$ cat src/rtl/fs_pkg.sv
// rtl/fs_pkg.sv - shared entry type and constants for the forwarding scoreboard
package fs_pkg;
  // Widest channel tag an entry can hold; covers NREG up to 256.
  localparam int FS_TAG_MAX = 8;
  localparam logic [FS_TAG_MAX-1:0] CH_NONE = '0;

  typedef struct packed {
    logic                  valid;
    logic [FS_TAG_MAX-1:0] dst;
    logic                  late;
  } fs_entry_t;

  localparam fs_entry_t ENTRY_BUBBLE = '{valid: 1'b0, dst: CH_NONE, late: 1'b0};
endpackage

$ cat src/rtl/fs_src_select.sv
// rtl/fs_src_select.sv - youngest-match search and readiness check for one source operand
module fs_src_select
  import fs_pkg::*;
#(
  parameter int XLEN     = 32,
  parameter int NREG     = 16,
  parameter int NSTAGE   = 3,
  parameter int LATE_STG = 1,
  localparam int TAG_W   = $clog2(NREG)
) (
  input  fs_entry_t [NSTAGE-1:0]      entries,
  input  logic [TAG_W-1:0]            src_ch,
  input  logic [NSTAGE*XLEN-1:0]      stg_data,
  input  logic [NREG-1:0]             fwd_block,
  output logic                        hit,
  output logic                        ready,
  output logic [XLEN-1:0]             fwd_data
);

  logic blocked;

  always_comb begin
    hit      = 1'b0;
    ready    = 1'b0;
    fwd_data = '0;
    blocked  = (src_ch == '0) || fwd_block[src_ch];
    // Walk oldest to youngest so the lowest stage index wins.
    for (int k = NSTAGE - 1; k >= 0; k--) begin
      if (!blocked && entries[k].valid && entries[k].dst == FS_TAG_MAX'(src_ch)) begin
        hit      = 1'b1;
        ready    = !entries[k].late || (k >= LATE_STG);
        fwd_data = stg_data[k*XLEN +: XLEN];
      end
    end
  end

endmodule

$ cat src/rtl/forward_scoreboard.sv
// rtl/forward_scoreboard.sv - in-flight destination tracker with operand forwarding and load-use stall
module forward_scoreboard
  import fs_pkg::*;
#(
  parameter int XLEN     = 32,
  parameter int NREG     = 16,
  parameter int NSTAGE   = 3,
  parameter int NSRC     = 2,
  parameter int LATE_STG = 1,
  localparam int TAG_W   = $clog2(NREG)
) (
  input  logic                     clk,
  input  logic                     rst_n,
  input  logic                     issue_valid,
  input  logic [TAG_W-1:0]         issue_dst,
  input  logic                     issue_late,
  output logic                     issue_ready,
  input  logic [NSRC*TAG_W-1:0]    src_ch,
  input  logic [NSRC*XLEN-1:0]     src_reg_data,
  output logic [NSRC*XLEN-1:0]     src_data,
  input  logic [NSTAGE*XLEN-1:0]   stg_data,
  input  logic [NREG-1:0]          fwd_block,
  input  logic                     flush,
  output logic [15:0]              stall_cnt
);

  fs_entry_t [NSTAGE-1:0]  pipe;
  logic [NSRC-1:0]         hit;
  logic [NSRC-1:0]         rdy;
  logic [NSRC*XLEN-1:0]    fwd;

  for (genvar s = 0; s < NSRC; s++) begin : g_src
    fs_src_select #(
      .XLEN     (XLEN),
      .NREG     (NREG),
      .NSTAGE   (NSTAGE),
      .LATE_STG (LATE_STG)
    ) u_sel (
      .entries   (pipe),
      .src_ch    (src_ch[s*TAG_W +: TAG_W]),
      .stg_data  (stg_data),
      .fwd_block (fwd_block),
      .hit       (hit[s]),
      .ready     (rdy[s]),
      .fwd_data  (fwd[s*XLEN +: XLEN])
    );
  end

  assign issue_ready = !(issue_valid && |(hit & ~rdy));

  // A stalled issue sees plain register-file data on every source.
  always_comb begin
    src_data = src_reg_data;
    for (int s = 0; s < NSRC; s++) begin
      if (issue_ready && hit[s] && rdy[s])
        src_data[s*XLEN +: XLEN] = fwd[s*XLEN +: XLEN];
    end
  end

  always_ff @(posedge clk or negedge rst_n) begin
    if (!rst_n) begin
      for (int k = 0; k < NSTAGE; k++) pipe[k] <= ENTRY_BUBBLE;
      stall_cnt <= '0;
    end else begin
      if (flush || !(issue_valid && issue_ready))
        pipe[0] <= ENTRY_BUBBLE;
      else
        pipe[0] <= '{valid: 1'b1, dst: FS_TAG_MAX'(issue_dst), late: issue_late};
      for (int k = 1; k < NSTAGE; k++)
        pipe[k] <= flush ? ENTRY_BUBBLE : pipe[k-1];
      if (issue_valid && !issue_ready && !flush && stall_cnt != 16'hFFFF)
        stall_cnt <= stall_cnt + 16'd1;
    end
  end

endmodule

$ cat config.mk
export PLATFORM = sky130hd
export DESIGN_NAME = forward_scoreboard
export DESIGN_NICKNAME = d
export VERILOG_FILES = /design/src/rtl/fs_pkg.sv /design/src/rtl/fs_src_select.sv /design/src/rtl/forward_scoreboard.sv
export SDC_FILE = /design/constraint.sdc
export NUM_CORES = 1
export LEC_CHECK = 0
export CAP_MARGIN = 20
export CORE_MARGIN = 2
export CORE_UTILIZATION = 41
export DETAILED_ROUTE_END_ITERATION = 6
export PLACE_DENSITY_LB_ADDON = 0.3
export SLEW_MARGIN = 15
export SYNTH_ARGS = -nofsm -noshare
export SYNTH_HDL_FRONTEND = slang
export SYNTH_SLANG_ARGS = --single-unit
$ cat constraint.sdc
create_clock -name clk -period 6.75 [get_ports clk]
set_input_delay 1.35 -clock clk [delete_from_list [all_inputs] [get_ports clk]]
set_output_delay 1.35 -clock clk [all_outputs]
set_load 0.1 [all_outputs]
# Yosys cells after proc, flatten, opt, wreduce, memory -nomap -nowiden
# Index checks and enable logic that the tools add are counted.
# word_totals
out_inout_bits	81
regBits	45
word_cells	77
input_bits	193
# classes
n_eq_ne	7
n_bitwise	2
add_sub_neg	1
order_cmp	2
reduce_logical	33
mux	23
# ops
operator	n
32-bit two-way mux	8
8-bit by 4-bit == test with 1-bit output	6
10-bit two-way mux	3
1-bit logical AND	21
16-bit by 1-bit adder with 16-bit output, second input constant	1
16-bit != test, second input constant	1
4-bit by 5-bit less-than comparator with 1-bit output, second input constant	2
1-bit two-way mux	10
1-bit binary-select mux with 4-bit select	2
4-bit logical NOT	2
1-bit logical NOT	6
1-bit logical OR	3
2-bit bitwise AND	1
2-bit inverter	1
2-bit OR reduction	1

# Logic depth before layout (Yosys ltp)
# Gate-level depths: netlist of run 1.
# logic_depth
word_depth	18
depth_mapped	11
mapped_depth_nobuf	7

# Hierarchy
# From an unflattened synthesis of run 1, not the netlist that was laid out.
# unflattened
hier_cells	598
hier_area_um2	5127.4
# by_module_without_submodules
mod	seq_area_each_um2	instances	area_each_um2	cells_per_inst
fs_src_select	0.0	2	1417.6	205
forward_scoreboard	850.8	1	2292.2	188

# Worst setup path after synthesis of run 1
# Ideal clock, no wire load.
# synth_timing
path_kind	input-to-output
start	input src_ch[0]
end	output issue_ready
path_buffers	3
path_stages	8
required_time_ps	5400
slack_ps	1785
t_arrival_ps	3615
cell_sequence	buf_2 mux4_2 a211oi_1 a21o_1 a221o_1 buf_2 buf_6 nand3_1
# synth_between
elab_chain_len	14
elab_cells_between_ends	23
cone_classes	3 x eq/ne; 6 x mux; 2 x bitwise; 12 x reduce/logical
# synth_rtl
item	line	source
start, declared	forward_scoreboard.sv:18	input logic [NSRC*TAG_W-1:0] src_ch,
1-bit binary-select mux with 4-bit select	fs_src_select.sv:26	blocked = (src_ch == '0) || fwd_block[src_ch];
1-bit two-way mux (implied by the code)	fs_src_select.sv:26	
1-bit logical OR	fs_src_select.sv:26	
1-bit logical NOT	fs_src_select.sv:29	if (!blocked && entries[k].valid && entries[k].dst == FS_TAG_MAX'(src_ch)) begin
1-bit logical AND (2 in a row)	fs_src_select.sv:29	
1-bit two-way mux (3 in a row)	fs_src_select.sv:29	
2-bit inverter	forward_scoreboard.sv:49	assign issue_ready = !(issue_valid && |(hit & ~rdy));
2-bit bitwise AND (*)	forward_scoreboard.sv:49	
2-bit OR reduction (*)	forward_scoreboard.sv:49	
1-bit logical AND (*)	forward_scoreboard.sv:49	
1-bit logical NOT (*)	forward_scoreboard.sv:49	
end, declared	forward_scoreboard.sv:17	output logic issue_ready,
# Every way passes the cells marked *; elsewhere a longest branch is shown, timed or not. The select of a mux whose other input is x is not followed.

# Final worst setup path of run 1
# layout_timing
start	input src_ch[4]
end	output src_data[21]
# layout_between
elab_chain_len	17
elab_cells_between_ends	26
cone_classes	3 x eq/ne; 7 x mux; 2 x bitwise; 14 x reduce/logical
# layout_rtl
item	line	source
1-bit binary-select mux with 4-bit select	fs_src_select.sv:26	
1-bit two-way mux (implied by the code)	fs_src_select.sv:26	
1-bit logical OR	fs_src_select.sv:26	
1-bit logical NOT	fs_src_select.sv:29	
1-bit logical AND (2 in a row)	fs_src_select.sv:29	
1-bit two-way mux (3 in a row)	fs_src_select.sv:29	
2-bit inverter	forward_scoreboard.sv:49	
2-bit bitwise AND (*)	forward_scoreboard.sv:49	
2-bit OR reduction (*)	forward_scoreboard.sv:49	
1-bit logical AND (*)	forward_scoreboard.sv:49	
1-bit logical NOT (*)	forward_scoreboard.sv:49	
1-bit logical AND (*) (2 in a row)	forward_scoreboard.sv:55	if (issue_ready && hit[s] && rdy[s])
32-bit two-way mux (*)	forward_scoreboard.sv:55	
end, declared	forward_scoreboard.sv:20	output logic [NSRC*XLEN-1:0] src_data,
# Marked as above.

==> results of run 1 <==
-- worst max-delay path, stage by stage --
cell,delay (ns)
clkdlybuf4s50_1,0.78
mux4_2,0.56
mux2i_1,0.34
mux2i_4,0.28
o311a_4,0.58
buf_4,0.24
mux2_4,0.32
buf_12,0.17
-- worst paths after layout --
check | from | cells past startpoint | to
worst max register to register | pipe[4] | 7 | stall_cnt[1]
worst min register to register | stall_cnt[11] | 1 | stall_cnt[11]
min in group asynchronous | rst_n | 2 | pipe[13]
worst min-delay path | stall_cnt[11] | 1 | stall_cnt[11]
worst max-delay path | src_ch[4] | 8 | src_data[21]
max in group asynchronous | rst_n | 2 | stall_cnt[13]
-- placed cells by master (no fill, tap or decap), types with 10 or more instances in the layout --
cell type and instances:
nor3_1 66, dfrtp_1 32, mux2_1 34, nor2_1 68, and3_1 11, nand4_1 10, clkdlybuf4s50_1 207, a211oi_1 36
xor2_1 16, a21oi_1 34, xnor2_1 22, mux2_4 30, buf_12 68, o21ai_0 32, nor2b_1 10, buf_4 10
nand2_1 71
-- metrics by stage --
| step | total power [mW] | cells | hold slack, ns | util | area, sq um |
|---|---|---|---|---|---|
| 3_5_place_dp | 0.720 | 944 | 0.490 | 0.756 | 7840 |
| 5_1_grt | 0.886 | 951 | 0.526 | 0.764 | 7920 |
| 2_1_floorplan | 0.465 | 579 | 0.486 | - | 4390 |
| 4_1_cts | 0.860 | 951 | 0.514 | 0.764 | 7920 |
| 6_report | 0.857 | 951 | 0.519 | 0.764 | 7920 |
| 3_3_place_gp | 0.710 | 943 | 0.478 | 0.755 | 7830 |
-- sequential cells by signal, summed over array words and instances, names as in the netlist --
name and flops:
pipe 16, stall_cnt 16
-- cell families (layout without fill, tap and decap cells) --
| kind of cell | Yosys count | count (layout) | synth area share |
|---|---|---|---|
| AOI/OAI and AO/OA | 112 | 112 | 0.163 |
| DFF | 32 | 32 | 0.183 |
| buffers and inverters | 58 | 294 | 0.0650 |
| xor gates and xnor gates | 38 | 38 | 0.0759 |
| and+or+nand+nor | 260 | 260 | 0.274 |
| adders and majority gates | 1 | 1 | 0.00285 |
| muxes | 78 | 78 | 0.237 |
-- area by class of cell --
type                            count  area share
Clock buffer                        6     0.00916
Clock inverter                      1    0.000632
Inverter                            1    0.000474
Multi-Input combinational cell    489       0.422
Sequential cell                    32       0.101
Tap cell                          136      0.0215
Timing Repair Buffer              286       0.445
-- metal layers --
layer | vias up | global-route usage
li1 | 2540 | -
met2 | 335 | 0.594
met4 | 2 | 0.139
met3 | 81 | 0.0678
met1 | 2643 | 0.366
met5 | - | 0
-- power breakdown --
| group | internal (mW) | total, mW | switching, mW | leakage (nW) |
|---|---|---|---|---|
| Combinational | 0.233 | 0.519 | 0.286 | 2.57 |
| Clock | 0.0699 | 0.139 | 0.0689 | 0.0410 |
| Sequential | 0.195 | 0.199 | 0.00422 | 0.441 |
==> impl_metrics.tcl, run 1 <==
set metrics [dict create \
    grt_pass1_vias 5650 \
    placementRows 37 \
    wl_met3_um 1590 \
    drt-total-wl_um 19600 \
    relSlewSlack 0.325 \
    gp_congestion 0.936 \
    ys_seq_area_frac 0.183 \
    start_util 0.423 \
    grt_usage 0.326 \
    die_area_sq_um 11500 \
    r2r_setup_slack_ns 3.68 \
    pre_cts_ws_ns 0.751 \
    drc 0 \
    drive_gt1_frac 0.160 \
    drv_slew 0 \
    rsz0062_at_grt "no" \
    wire_per_inst_um 20.6 \
    fin_tns_setup_ns 0 \
    ys_types 39 \
    grt-ovfl-total 0 \
    setup_viol 0 \
    pin_count 274 \
    finClkSkew_ns 0.00596 \
    cts.sinks 32 \
    crit_path_end_kind "output port" \
    grt_first_pass_wirelength_um 29800 \
    regArea_sq_um 801 \
    synth.top_cell.area_share 0.183 \
    nets 1009 \
    cts_htree_levels 2 \
    yosys.cell_count.top_type "nand2_1" \
    fin_crit_sh 0.888 \
    hold_class "register to register" \
    grt_max_degree 65 \
    cts_setup_buffers 0 \
    top_layer_used "met5" \
    p_per_area_nw_per_um2 108 \
    cts_resized 0 \
    netlist_area_sq_um 4390 \
    synth_flop_cell "dfrtp_1" \
    drv_cap 0 \
    tightest_slew_ns 1.01 \
    crit_type "input pin to output port" \
    synth_area_leader_cell "dfrtp_1" \
    syn_nets 773 \
    die_w_um 107 \
    multi_input_area_sq_um 3340 \
    cp_data_required_time_ns 5.40 \
    route.met2.wl_um 9900 \
    vias 5601 \
    synthArstFlopShare 1.00 \
    viasPerCell 5.89 \
    cts_buffer_depth 2 \
    synthTopCellsByCount "nand2_1 (71), nor2_1 (68), nor3_1 (66)" \
    dp_hpwl_um 15100 \
    diodes 0 \
    status "completed" \
    ir_drop_uv 128 \
    dr.pass1.iters 5 \
    cts-buffers-inserted 5 \
    syn2layout_area_growth_pct 80.5 \
    ys.warnings.count 0 \
    synth_area_leaders "dfrtp_1 (18%), mux2_4 (10%), mux2_1 (8.7%)" \
    clock_latency_ns 0.29 \
    leakage_nw 3.05 \
    fmax_mhz 167 \
    synth-edff-count 0 \
    n_fill_cell 729 \
    synth.avg_cell_area_sq_um 7.58 \
    drtAntennaViolNets 0 \
    cp-start-kind "input pin" \
    setup_slack_ns 0.753 \
    root_buffer "clkbuf_8" \
    timing.final.crit_period_ns 6.00 \
    wl_met1_um 7090 \
    arrival_ns 4.65 \
    cts_tree "yes" \
    drtIter0Drc 219 \
    postSynthRegisterBits 32 \
    synth_cells 579 \
    hold_violations 0 \
    coreArea_sq_um 10400 \
    clkTransAtPathRegs_ns 0.06 \
    antenna_found_initial 1 \
    die_h_um 107 \
    io_buffers 272 \
    cts_hold_buf 0 \
    critPathMaxFanout 15 \
]
No activity file was read; power rests on OpenSTA's default activity.
==> run 2, diff against run 1 <==
SKIP_CTS_REPAIR_TIMING = 1   (was not set)
==> results of run 2 <==
Final layout, timing and power as in run 1 (identical DEF).
==> run 3, diff against run 2 <==
MAX_ROUTING_LAYER = met4   (was not set)
==> impl_metrics.tcl, run 3 (synthesis gave the netlist of run 1 again) <==
set metrics [dict create \
    wl_met1_um 7250 \
    start_util 0.423 \
    cts_buffer_depth 2 \
    rsz0062_at_grt "no" \
    drv_cap 0 \
    timing.final.crit_period_ns 5.99 \
    cts.sinks 32 \
    arrival_ns 4.64 \
    dr.pass1.iters 7 \
    placementRows 37 \
    coreArea_sq_um 10400 \
    worstPathCellList "clkdlybuf4s50_1 > mux4_2 > mux2i_1 > mux2i_4 > o311a_4 > buf_4 > mux2_4 > buf_12" \
    pin_count 274 \
    cp-start-kind "input pin" \
    route.met2.wl_um 9970 \
    fmax_mhz 167 \
    hold_violations 0 \
    nets 1009 \
    dp_hpwl_um 15100 \
    relSlewSlack 0.326 \
    grt_pass1_vias 5657 \
    viasPerCell 5.85 \
    finalNonFillerCells 953 \
    syn2layout_area_growth_pct 80.7 \
    final_area_sq_um 7930 \
    antenna_found_initial 1 \
    drive_gt1_frac 0.160 \
    io_buffers 272 \
    leakage_nw 3.05 \
    drc 0 \
    crit_path_max_incr_delay_ns 0.78 \
    setup_viol 0 \
    drv_slew 0 \
    total_power_uw 858 \
    die_h_um 107 \
    die_w_um 107 \
    grt_first_pass_wirelength_um 29800 \
    placed_cell_area_sq_um 7840 \
    drtIter0Drc 252 \
    clkTransAtPathRegs_ns 0.06 \
    dp_cells 944 \
    cp_data_required_time_ns 5.40 \
    cts_tree "yes" \
    finClkSkew_ns 0.00618 \
    wl_met3_um 1520 \
    grt-ovfl-total 0 \
    p_per_area_nw_per_um2 108 \
    pre_cts_ws_ns 0.751 \
    top_layer_used "met4" \
    drtAntennaViolNets 0 \
    cts-buffers-inserted 5 \
    crit_slowest_cell "clkdlybuf4s50_1" \
    layout_commonest_cell "clkdlybuf4s50_1" \
    die_area_sq_um 11500 \
    reg_top3 "pipe: 16 flops, stall_cnt: 16 flops" \
    critPathMaxFanout 15 \
    status "completed" \
    fin_crit_sh 0.888 \
    grt_max_degree 65 \
    setup_slack_ns 0.758 \
    tightest_slew_ns 1.01 \
    gp_congestion 0.952 \
    crit_type "input pin to output port" \
    hold_class "register to register" \
    wire_per_inst_um 20.6 \
    vias 5579 \
    layout_common_cells "clkdlybuf4s50_1 (207), nand2_1 (71), nor2_1 (68), buf_12 (68), nor3_1 (66)" \
    ir_drop_uv 128 \
    clock_latency_ns 0.29 \
    grt_usage 0.335 \
    root_buffer "clkbuf_8" \
    drt-total-wl_um 19600 \
    cts_htree_levels 2 \
    crit_path_end_kind "output port" \
    fin_tns_setup_ns 0 \
]
==> run 3: cell count changes in the layout (fill, tap and decap cells not counted), sizes merged <==
cell	delta
diode	+2
==> run 3: critical path: cells and delay by family <==
family                 cells  cell delay (ns)
buffers and inverters      3             1.19
multiplexers               4             1.50
AO/OA/AOI/OAI              1             0.58
==> run 3: power breakdown <==
| group | total, mW | switching, mW | internal [mW] |
|---|---|---|---|
| registers | 0.199 | 0.00422 | 0.195 |
| clock network | 0.139 | 0.0693 | 0.0699 |
| logic | 0.519 | 0.286 | 0.233 |
==> run 3: path summary, 6_finish.rpt <==
kind                                    start  cells past startpoint  slack, ns            end
worst max-delay path                src_ch[4]                      8       0.76   src_data[21]
worst max register to register        pipe[4]                      7       3.67   stall_cnt[1]
max in group asynchronous               rst_n                      2       5.00  stall_cnt[13]
worst min register to register  stall_cnt[11]                      1       0.52  stall_cnt[11]
min in group asynchronous               rst_n                      2       1.45       pipe[13]
worst min-delay path            stall_cnt[11]                      1       0.52  stall_cnt[11]
==> run 3: final cells by class <==
type / instances / area, sq um
Timing Repair Buffer: 286 / 3520
Clock inverter: 1 / 5.00
Fill cell: 727 / 2440
Clock buffer: 6 / 72.6
Inverter: 1 / 3.75
Tap cell: 136 / 170
Antenna cell: 2 / 5.00
Multi-Input combinational cell: 489 / 3340
Sequential cell: 32 / 801
==> run 3: metrics by stage <==
step | util | hold slack, ns
3_3_place_gp | 0.755 | 0.478
5_1_grt | 0.764 | 0.526
3_5_place_dp | 0.756 | 0.490
6_report | 0.764 | 0.519
4_1_cts | 0.764 | 0.514
2_1_floorplan | - | 0.486
==> run 3: per-layer routing <==
metal,GRT usage,up-vias
met2,0.597,308
met3,0.0708,74
met5,-,-
met1,0.364,2657
li1,-,2540
met4,0.136,0
